===== src/rtl/sprite_pkg.sv =====
// Shared widths, defaults and packed-bus slice helpers for the sprite overlay stage.
package sprite_pkg;

    localparam int unsigned COLOR_W      = 24;
    localparam int unsigned X_W          = 10;
    localparam int unsigned Y_W          = 9;
    localparam int unsigned SPRITE_W_DEF = 25;
    localparam int unsigned SPRITE_H_DEF = 25;

    localparam logic [COLOR_W-1:0] WALL_COLOR = 24'hFF5757;
    localparam logic [COLOR_W-1:0] BLACK      = 24'h000000;

    function automatic int unsigned xLsb(input int unsigned ch);
        return ch * X_W;
    endfunction

    function automatic int unsigned yLsb(input int unsigned ch);
        return ch * Y_W;
    endfunction

    function automatic int unsigned colorLsb(input int unsigned ch);
        return ch * COLOR_W;
    endfunction

endpackage


===== src/rtl/sprite_compositor_if.sv =====
// Pixel stream, packed sprite attributes and collision results of the compositor.
interface sprite_compositor_if
    import sprite_pkg::*;
#(
    parameter int unsigned NUM_SPRITES = 4
);

    logic                           iVS;
    logic                           iBLANK_n;
    logic [COLOR_W-1:0]             iBG;
    logic [X_W*NUM_SPRITES-1:0]     iSprX;
    logic [Y_W*NUM_SPRITES-1:0]     iSprY;
    logic [NUM_SPRITES-1:0]         iSprEn;
    logic [COLOR_W*NUM_SPRITES-1:0] iSprColor;
    logic                           iBlackout;

    logic [COLOR_W-1:0]             oBGR;
    logic                           oBLANK_n;
    logic [NUM_SPRITES-1:0]         oWall;
    logic [NUM_SPRITES-1:0]         oOverlap;
    logic                           oCollValid;

    modport master (
        output iVS, iBLANK_n, iBG, iSprX, iSprY, iSprEn, iSprColor, iBlackout,
        input  oBGR, oBLANK_n, oWall, oOverlap, oCollValid
    );

    modport slave (
        input  iVS, iBLANK_n, iBG, iSprX, iSprY, iSprEn, iSprColor, iBlackout,
        output oBGR, oBLANK_n, oWall, oOverlap, oCollValid
    );

endinterface


===== src/rtl/sprite_hit.sv =====
// One sprite channel: frame-latched position/enable and the rectangle hit test.
module sprite_hit
    import sprite_pkg::*;
#(
    parameter int unsigned SPRITE_W = SPRITE_W_DEF,
    parameter int unsigned SPRITE_H = SPRITE_H_DEF
) (
    input  logic           iVGA_CLK,
    input  logic           iRST_n,
    input  logic           iLoad,
    input  logic [X_W-1:0] iSprX,
    input  logic [Y_W-1:0] iSprY,
    input  logic           iSprEn,
    input  logic [X_W-1:0] iX,
    input  logic [Y_W-1:0] iY,
    output logic           oHit
);

    logic [X_W-1:0] sxQ;
    logic [Y_W-1:0] syQ;
    logic           enQ;
    logic [X_W:0]   xEnd;
    logic [Y_W:0]   yEnd;

    always_ff @(posedge iVGA_CLK or negedge iRST_n) begin
        if (!iRST_n) begin
            sxQ <= '0;
            syQ <= '0;
            enQ <= 1'b0;
        end else if (iLoad) begin
            sxQ <= iSprX;
            syQ <= iSprY;
            enQ <= iSprEn;
        end
    end

    // One extra bit on the far edge so sprites clip at the screen edge instead of wrapping.
    always_comb begin
        xEnd = {1'b0, sxQ} + (X_W+1)'(SPRITE_W);
        yEnd = {1'b0, syQ} + (Y_W+1)'(SPRITE_H);
        oHit = enQ && (iX >= sxQ) && ({1'b0, iX} < xEnd) && (iY >= syQ) && ({1'b0, iY} < yEnd);
    end

endmodule


===== src/rtl/sprite_compositor.sv =====
// Sprite overlay stage: fixed-priority solid sprites over the background, two-cycle
// pipeline, with per-frame wall-contact and overlap flags published after the last pixel.
module sprite_compositor
    import sprite_pkg::*;
#(
    parameter int unsigned        NUM_SPRITES = 4,
    parameter int unsigned        H_ACTIVE    = 640,
    parameter int unsigned        V_ACTIVE    = 480,
    parameter int unsigned        SPRITE_W    = sprite_pkg::SPRITE_W_DEF,
    parameter int unsigned        SPRITE_H    = sprite_pkg::SPRITE_H_DEF,
    parameter logic [COLOR_W-1:0] WALL_COLOR  = sprite_pkg::WALL_COLOR
) (
    input logic                iVGA_CLK,
    input logic                iRST_n,
    sprite_compositor_if.slave bus
);

    logic                   frameStart;
    logic [X_W-1:0]         xQ, xD;
    logic [Y_W-1:0]         yQ, yD;
    logic [NUM_SPRITES-1:0] hit;

    logic [COLOR_W-1:0]     colorQ [NUM_SPRITES];
    logic                   blackoutQ;
    logic                   frameValidQ;

    logic [NUM_SPRITES-1:0] hitQ;
    logic [COLOR_W-1:0]     bgQ;
    logic                   blankQ;
    logic                   lastQ;

    logic [COLOR_W-1:0]     pixColor;
    logic [3:0]             nHits;
    logic [NUM_SPRITES-1:0] wallTerm, ovlTerm;
    logic [NUM_SPRITES-1:0] wallAccQ, ovlAccQ, wallQ, ovlQ;
    logic [COLOR_W-1:0]     bgrQ;
    logic                   blankOutQ, collValidQ;

    assign frameStart = ~bus.iVS;

    always_comb begin
        xD = xQ;
        yD = yQ;
        if (frameStart) begin
            xD = '0;
            yD = '0;
        end else if (bus.iBLANK_n) begin
            if (xQ == X_W'(H_ACTIVE - 1)) begin
                xD = '0;
                yD = (yQ == Y_W'(V_ACTIVE - 1)) ? '0 : yQ + 1'b1;
            end else begin
                xD = xQ + 1'b1;
            end
        end
    end

    for (genvar i = 0; i < NUM_SPRITES; i++) begin : gHit
        sprite_hit #(
            .SPRITE_W (SPRITE_W),
            .SPRITE_H (SPRITE_H)
        ) uHit (
            .iVGA_CLK (iVGA_CLK),
            .iRST_n   (iRST_n),
            .iLoad    (frameStart),
            .iSprX    (bus.iSprX[xLsb(i) +: X_W]),
            .iSprY    (bus.iSprY[yLsb(i) +: Y_W]),
            .iSprEn   (bus.iSprEn[i]),
            .iX       (xQ),
            .iY       (yQ),
            .oHit     (hit[i])
        );
    end

    always_ff @(posedge iVGA_CLK or negedge iRST_n) begin
        if (!iRST_n) begin
            xQ          <= '0;
            yQ          <= '0;
            blackoutQ   <= 1'b0;
            frameValidQ <= 1'b0;
            for (int i = 0; i < NUM_SPRITES; i++) colorQ[i] <= '0;
            hitQ        <= '0;
            bgQ         <= '0;
            blankQ      <= 1'b0;
            lastQ       <= 1'b0;
        end else begin
            xQ <= xD;
            yQ <= yD;
            if (frameStart) begin
                blackoutQ   <= bus.iBlackout;
                frameValidQ <= 1'b1;
                for (int i = 0; i < NUM_SPRITES; i++) begin
                    colorQ[i] <= bus.iSprColor[colorLsb(i) +: COLOR_W];
                end
            end
            hitQ   <= hit;
            bgQ    <= bus.iBG;
            blankQ <= bus.iBLANK_n;
            // Only a frame that began with iVS=0 may publish.
            lastQ  <= bus.iBLANK_n && bus.iVS && frameValidQ &&
                      (xQ == X_W'(H_ACTIVE - 1)) && (yQ == Y_W'(V_ACTIVE - 1));
        end
    end

    always_comb begin
        pixColor = blackoutQ ? BLACK : bgQ;
        for (int i = NUM_SPRITES - 1; i >= 0; i--) begin
            if (hitQ[i]) pixColor = colorQ[i];
        end
        if (!blankQ) pixColor = BLACK;

        nHits = '0;
        for (int i = 0; i < NUM_SPRITES; i++) nHits = nHits + 4'(hitQ[i]);

        wallTerm = (blankQ && (bgQ == WALL_COLOR)) ? hitQ : '0;
        ovlTerm  = (blankQ && (nHits >= 4'd2))     ? hitQ : '0;
    end

    always_ff @(posedge iVGA_CLK or negedge iRST_n) begin
        if (!iRST_n) begin
            wallAccQ   <= '0;
            ovlAccQ    <= '0;
            wallQ      <= '0;
            ovlQ       <= '0;
            bgrQ       <= '0;
            blankOutQ  <= 1'b0;
            collValidQ <= 1'b0;
        end else begin
            bgrQ      <= pixColor;
            blankOutQ <= blankQ;
            if (lastQ) begin
                wallQ      <= wallAccQ | wallTerm;
                ovlQ       <= ovlAccQ | ovlTerm;
                wallAccQ   <= '0;
                ovlAccQ    <= '0;
                collValidQ <= 1'b1;
            end else begin
                collValidQ <= 1'b0;
                if (frameStart) begin
                    wallAccQ <= '0;
                    ovlAccQ  <= '0;
                end else begin
                    wallAccQ <= wallAccQ | wallTerm;
                    ovlAccQ  <= ovlAccQ | ovlTerm;
                end
            end
        end
    end

    assign bus.oBGR       = bgrQ;
    assign bus.oBLANK_n   = blankOutQ;
    assign bus.oWall      = wallQ;
    assign bus.oOverlap   = ovlQ;
    assign bus.oCollValid = collValidQ;

endmodule


===== src/flat_wrapper.sv =====
// flat-port wrapper written by rule: the top's interface ports become plain ports
module sprite_compositor_flat import sprite_pkg::*;
#(
    parameter int unsigned        NUM_SPRITES = 4,
    parameter int unsigned        H_ACTIVE    = 640,
    parameter int unsigned        V_ACTIVE    = 480,
    parameter int unsigned        SPRITE_W    = sprite_pkg::SPRITE_W_DEF,
    parameter int unsigned        SPRITE_H    = sprite_pkg::SPRITE_H_DEF,
    parameter logic [COLOR_W-1:0] WALL_COLOR  = sprite_pkg::WALL_COLOR
)
  (iVGA_CLK, iRST_n, bus_iVS, bus_iBLANK_n, bus_iBG, bus_iSprX, bus_iSprY, bus_iSprEn, bus_iSprColor, bus_iBlackout, bus_oBGR, bus_oBLANK_n, bus_oWall, bus_oOverlap, bus_oCollValid);
  sprite_compositor_if #(.NUM_SPRITES(NUM_SPRITES)) bus_i ();
  input logic iVGA_CLK;
  input logic iRST_n;
  input wire logic [$bits(bus_i.iVS)-1:0] bus_iVS;
  input wire logic [$bits(bus_i.iBLANK_n)-1:0] bus_iBLANK_n;
  input wire logic [$bits(bus_i.iBG)-1:0] bus_iBG;
  input wire logic [$bits(bus_i.iSprX)-1:0] bus_iSprX;
  input wire logic [$bits(bus_i.iSprY)-1:0] bus_iSprY;
  input wire logic [$bits(bus_i.iSprEn)-1:0] bus_iSprEn;
  input wire logic [$bits(bus_i.iSprColor)-1:0] bus_iSprColor;
  input wire logic [$bits(bus_i.iBlackout)-1:0] bus_iBlackout;
  output wire logic [$bits(bus_i.oBGR)-1:0] bus_oBGR;
  output wire logic [$bits(bus_i.oBLANK_n)-1:0] bus_oBLANK_n;
  output wire logic [$bits(bus_i.oWall)-1:0] bus_oWall;
  output wire logic [$bits(bus_i.oOverlap)-1:0] bus_oOverlap;
  output wire logic [$bits(bus_i.oCollValid)-1:0] bus_oCollValid;
  assign bus_i.iVS = bus_iVS;
  assign bus_i.iBLANK_n = bus_iBLANK_n;
  assign bus_i.iBG = bus_iBG;
  assign bus_i.iSprX = bus_iSprX;
  assign bus_i.iSprY = bus_iSprY;
  assign bus_i.iSprEn = bus_iSprEn;
  assign bus_i.iSprColor = bus_iSprColor;
  assign bus_i.iBlackout = bus_iBlackout;
  assign bus_oBGR = bus_i.oBGR;
  assign bus_oBLANK_n = bus_i.oBLANK_n;
  assign bus_oWall = bus_i.oWall;
  assign bus_oOverlap = bus_i.oOverlap;
  assign bus_oCollValid = bus_i.oCollValid;
  sprite_compositor #(.NUM_SPRITES(NUM_SPRITES), .H_ACTIVE(H_ACTIVE), .V_ACTIVE(V_ACTIVE), .SPRITE_W(SPRITE_W), .SPRITE_H(SPRITE_H), .WALL_COLOR(WALL_COLOR)) u_core (.iVGA_CLK(iVGA_CLK), .iRST_n(iRST_n), .bus(bus_i));
endmodule

===== config.mk =====
export PLATFORM = sky130hd
export DESIGN_NAME = sprite_compositor_flat
export DESIGN_NICKNAME = d
export VERILOG_FILES = /design/src/rtl/sprite_pkg.sv /design/src/rtl/sprite_compositor_if.sv /design/src/rtl/sprite_hit.sv /design/src/rtl/sprite_compositor.sv /design/src/flat_wrapper.sv
export SDC_FILE = /design/constraint.sdc
export NUM_CORES = 1
export LEC_CHECK = 0
export CAP_MARGIN = 15
export CORE_MARGIN = 1
export CORE_UTILIZATION = 31
export DETAILED_ROUTE_END_ITERATION = 16
export SYNTH_ARGS = -nofsm -noshare
export SYNTH_HDL_FRONTEND = slang
export SYNTH_SLANG_ARGS = --single-unit

===== constraint.sdc =====
create_clock -name iVGA_CLK -period 2.4 [get_ports iVGA_CLK]
set_input_delay 0.72 -clock iVGA_CLK [delete_from_list [all_inputs] [get_ports iVGA_CLK]]
set_output_delay 0.72 -clock iVGA_CLK [all_outputs]
set_load 0.005 [all_outputs]

Word-level counts from Yosys, hierarchy flattened
Index checks and enable logic that the tools add are counted.

storage, ports and cells
  input bits = 205
  bits in registers = 269
  output and inout port bits = 34
  word-level logic and storage cells = 111

cells by class
  bitwise operators = 2
  equality and inequality tests = 5
  multiplexer cells = 20
  add/subtract/negate cells = 13
  reduce and logical (&&, ||, !) cells = 23
  order comparisons = 17

operators with widths
  cell                                                                                  number
  24-bit 2-to-1 mux                                                                     6
  10-bit by 5-bit adder with 11-bit output (second input constant)                      4
  10-bit by 11-bit < comparator with 1-bit output                                       4
  9-bit by 5-bit adder with 10-bit output (second input constant)                       4
  10-bit greater-or-equal comparator                                                    4
  9-bit by 10-bit < comparator with 1-bit output                                        4
  9-bit greater-or-equal comparator                                                     4
  9-bit 2-to-1 mux                                                                      4
  10-bit 2-to-1 mux                                                                     3
  24-bit equality test (second input constant)                                          1
  4-bit 2-to-1 mux                                                                      6
  1-bit logical AND                                                                     22
  10-bit by 1-bit adder with 10-bit output (second input constant)                      1
  10-bit equality test (second input constant)                                          1
  9-bit by 1-bit adder with 9-bit output (second input constant)                        1
  9-bit equality test (second input constant)                                           1
  4-bit by 1-bit adder with 4-bit output                                                2
  4-bit bitwise OR                                                                      2
  4-bit by 2-bit greater-or-equal comparator with 1-bit output (second input constant)  1
  2-bit by 1-bit inequality test with 1-bit output (second input constant)              2
  1-bit by 1-bit adder with 2-bit output                                                1
  2-bit AND reduction                                                                   1
  1-bit 2-to-1 mux                                                                      1

Logic depth before layout (Yosys ltp)
  depth after elaboration = 9
  depth in mapped cells = 12
  depth with buffers taken out = 12

Modules after synthesis
From an unflattened synthesis, not the netlist that was laid out.

unflattened totals
  cell total of the unflattened synthesis = 1444
  area, all modules = 15029.4 µm²

by module, submodules not included
  module                                cells an instance  sequential area each (µm²)  times used  area an instance (µm²)
  sprite_compositor                     606                4729.5                      1           7646.1
  sprite_hit (u_core.gHit[2].uHit ...)  211                500.5                       2           1843.0
  sprite_hit (u_core.gHit[0].uHit)      208                500.5                       1           1850.5
  sprite_hit (u_core.gHit[1].uHit)      208                500.5                       1           1846.8

Worst setup path before layout
No wires, ideal clock.

  path type = flip-flop to flip-flop
  start point = register u_core.gHit[2].uHit.sxQ[0]
  end point = register u_core.hitQ[2]
  required time = 2.295 ns
  stages on the path, launching flop included = 11
  data arrival time = 2.381 ns
  period minus slack after synthesis = 2.486 ns
  setup time = 0.105 ns
  path slack = -0.086 ns
  path through = dfrtp_1 > ha_1 > a21oi_1 > and2_1 > nor2_1 > ha_1 > a2111oi_0 > a21oi_1 > o311a_1 > o32a_1 > nor4b_1

between the ends
  longest elaborated chain between the ends = 5
  elaborated cells between the ends (all ways) = 7
  classes of those cells = add/sub: 1; order compare: 2; reduce/logical: 4

RTL lines
  what                                                                                            line                                source
  start, declared                                                                                 sprite_hit.sv:19                    logic [X_W-1:0] sxQ;
  start signal, assigned                                                                          sprite_hit.sv:31                    sxQ <= iSprX;
  10-bit by 5-bit adder with 11-bit output or 10-bit greater-or-equal comparator (tied branches)  sprite_hit.sv:39, sprite_hit.sv:41
  10-bit by 11-bit < comparator with 1-bit output or 1-bit logical AND (tied branches)            sprite_hit.sv:41                    oHit = enQ && (iX >= sxQ) && ({1'b0, iX} < xEnd) && (iY >= syQ) && ({1'b0, iY} < yEnd);
  1-bit logical AND (*) (3 in a row)                                                              sprite_hit.sv:41
  net u_core.gHit[2].uHit.oHit                                                                    sprite_hit.sv:16                    output logic oHit
  end signal, assigned                                                                            sprite_compositor.sv:95             hitQ <= hit;
  end, declared                                                                                   sprite_compositor.sv:27             logic [NUM_SPRITES-1:0] hitQ;

The timed path passes the listed nets; every way through them passes the cells marked *.
A chain may end at the register's enable or synchronous reset.

Worst setup path in the final report
Same ends and word-level chain as after synthesis.

==> flow_metrics.tcl <==
set metrics [dict create \
    synth_edf_count 0 \
    crit_required_ns 2.86 \
    p_per_area_nw_per_um2 628 \
    final_design_area_no_fill_sq_um 20300 \
    postCtsHoldBufs 0 \
    clkLatencyLatePin_ns 0.56 \
    fin_tns_setup_ns -0.0421 \
    grt_max_degree 57 \
    final_hold_viol_count 0 \
    worst_setup_path_start_kind "register" \
    cts.htree.levels 2 \
    setup_ws_ns -0.0421 \
    syn-instance-count 1381 \
    swShare_pct 25.6 \
    finalSetupViolations 1 \
    seq_area_frac_synth_pct 44.4 \
    synth_top_area_share_pct 44.4 \
    startpoint "u_core.gHit[2].uHit.sxQ[0]$_DFFE_PN0N_" \
    area_growth_pct 33.8 \
    fp.dieH_um 223 \
    antenna_found_initial 3 \
    worstPathMaxFanout 4 \
    met2WireLength_um 20400 \
    reg2reg_to "u_core.hitQ[2]$_DFF_PN0_" \
    crit_type "reg2reg" \
    viasPerCell 4.96 \
    drt-pass1-iter-count 7 \
    drt-initial-drc-count 595 \
    synth_cell_types 58 \
    path_cells "buf_4 > nand3_1 > and3_4 > xnor2_1 > ha_1 > a2111oi_2 > a21oi_1 > o311a_1 > o32a_1 > nor4b_2" \
    grt_pass1_vias 12300 \
    io_buffers 238 \
    fmax_ghz 0.409 \
    fin_crit_ns 2.44 \
    syn_area_sq_um 15200 \
    crit_buf_inv 1 \
    nets 2068 \
    postPlaceCellArea_sq_um 18900 \
    final_common_cell "dfrtp_1" \
    synth_top_cell_by_area "dfrtp_1" \
    violations "setup timing" \
    power_frac_comb_pct 16.2 \
    report.final.slew_viol_count 0 \
    cp.arrival_ns 2.90 \
    cts_buffers 35 \
    reg2reg_slack_ns -0.04 \
    postRouteAntennaNets 0 \
    drc 0 \
    synthFlopType "dfrtp_1" \
    rr_worst_depth 10 \
    ys_top_cells_by_area "dfrtp_1 44%, ha_1 14%, mux2_2 13%, xnor2_1 3.4%, a21oi_1 2.8%" \
    syn-num-nets 1750 \
    internal_power_mw 9.47 \
    grt_pass1_wl_um 67300 \
    relSlewSlack_pct 57.8 \
    numClockSinks 269 \
    p_clk_share_pct 43.3 \
    yosysWarningCount 0 \
    start_util_pct 31.6 \
    drt-met1-wl_um 18400 \
    dpl.hpwl_um 31500 \
    nFillCells 4594 \
    ys_seq_elements 269 \
    regArea_sq_um 6740 \
    power_leakage_nw 9.03 \
    multiInputGateArea_sq_um 8070 \
    rsz0062_at_grt "yes" \
    wl_met3_um 2580 \
    cts-root-buf "clkbuf_16" \
    row_count 80 \
    critPathTopFamily "compound AO/OA/AOI/OAI gates" \
    cp_slowest_cell "dfrtp_1" \
    cp_slowest_stage_delay_ns 0.35 \
    grt-ovfl-total 0 \
    drive_gt1_share_pct 21.9 \
    top_layer "met5" \
    grt_usage_pct 17.4 \
    path_clk_slew_ns 0.06 \
    maxCapViolCount 0 \
    wl_per_cell_um 18.3 \
    clockBufferDepth 3 \
    via_count 11600 \
    worst_pin_slew_ns 0.632 \
    core_region_area_sq_um 47900 \
    final_cell_mix "263 x dfrtp_1, 236 x clkdlybuf4s50_1, 177 x mux2_2, 159 x ha_1, 90 x inv_1" \
    vdd_ir_drop_max_mv 0.461 \
    drt-total-wl_um 42800 \
    hold_path_class "in2async" \
    async_flop_share_pct 100 \
    reg2reg_from "u_core.gHit[2].uHit.sxQ[0]$_DFFE_PN0N_" \
    p_switching_mw 3.27 \
    cts_tree "built" \
    synth.avg_cell_area_sq_um 11.0 \
    min_period_over_period_pct 102 \
    io_pins 239 \
    pwr-share-seq_pct 40.4 \
    cp-end-kind "register" \
    place_congestion 0.846 \
    die_area_sq_um 49800 \
    skew_ns 0.0178 \
    dieWidth_um 223 \
    outcome "finished with violations" \
]
-- power by group through the flow --
stage	logic, mW	registers (mW)	clock network, mW
floorplan	1.15	5.14	0
global placement	1.96	5.20	0
detailed placement	2.02	5.22	0
CTS	2.05	5.14	5.70
global route	2.33	5.19	5.88
finish	2.07	5.15	5.52
-- metal layers --
metal | vias to the layer above | track usage, %
met5 | - | 0
met2 | 309 | 28.9
met1 | 5635 | 21.6
li1 | 5566 | -
met4 | 4 | 7.30
met3 | 83 | 3.85
-- state kept, by name, summed over array words and instances (netlist names), 9 cells and up --
signal                flops
u_core.yQ                 9
u_core.bgQ               24
u_core.bus.oBGR          24
u_core.gHit.uHit.syQ     36
u_core.gHit.uHit.sxQ     40
u_core.xQ                10
u_core.colorQ            96
-- cells by family (layout without fill, tap and decap cells) --
family          count (synthesis)  after routing  synth area share, %
simple gates                  298            298                 10.1
flops                         269            269                 44.4
other cells                     0              1                    0
compound gates                243            243                 9.78
mux                           202            202                 14.8
fa+ha+maj                     164            164                 13.5
xor+xnor                       67             67                 3.87
buf+inv                       138            481                 3.55
-- through the flow --
stage	setup slack, ns	hold WS, ns	power, mW	util (%)	instances
6_report	-0.0421	0.109	12.7	42.3	2340
2_1_floorplan	0.0254	0.352	6.30	-	1381
3_5_place_dp	-0.125	0.453	7.24	39.4	2274
3_3_place_gp	-0.0528	0.450	7.16	39.4	2274
5_1_grt	-0.199	0.127	13.4	42.3	2339
4_1_cts	-0.0196	0.0949	12.9	42.0	2336
-- cell type report --
type                            instances  area share, %
Sequential cell                       269           33.2
Timing Repair Buffer                  329           15.5
Clock inverter                         15           1.02
Antenna cell                            1         0.0123
Tap cell                              615           3.79
Clock buffer                           47           4.99
Multi-Input combinational cell        974           39.8
Inverter                               90           1.67
-- cells in the mapped netlist (11+ instances only) --
| cell | count |
|---|---|
| inv_1 | 90 |
| mux2_2 | 177 |
| nor3b_1 | 24 |
| xnor2_1 | 58 |
| a21oi_1 | 84 |
| dfrtp_1 | 269 |
| nor2_1 | 57 |
| o21ai_0 | 77 |
| and2_1 | 28 |
| nand2_1 | 90 |
| mux2i_1 | 25 |
| nor3_1 | 15 |
| ha_1 | 164 |
| and3_1 | 11 |
| nand3_1 | 18 |
| nand4_1 | 19 |
| clkbuf_1 | 35 |
| a21o_1 | 11 |
-- worst max-delay path by stage --
stage / end / cells after the start
after CTS: u_core.hitQ[2]$_DFF_PN0_ / 11
after global placement: u_core.hitQ[2]$_DFF_PN0_ / 12
after floorplan: u_core.hitQ[2]$_DFF_PN0_ / 10
after detailed placement: u_core.hitQ[2]$_DFF_PN0_ / 12
after global routing: u_core.hitQ[3]$_DFF_PN0_ / 11
final: u_core.hitQ[2]$_DFF_PN0_ / 10
-- what timing repair did --
item	CTS	global route
setup buffers	0	3
pin swaps	3	13
hold endpoints to repair	0	0
gates resized for setup	11	34
endpoints found under the setup margin	4	5
(Power assumes the default switching activity.)
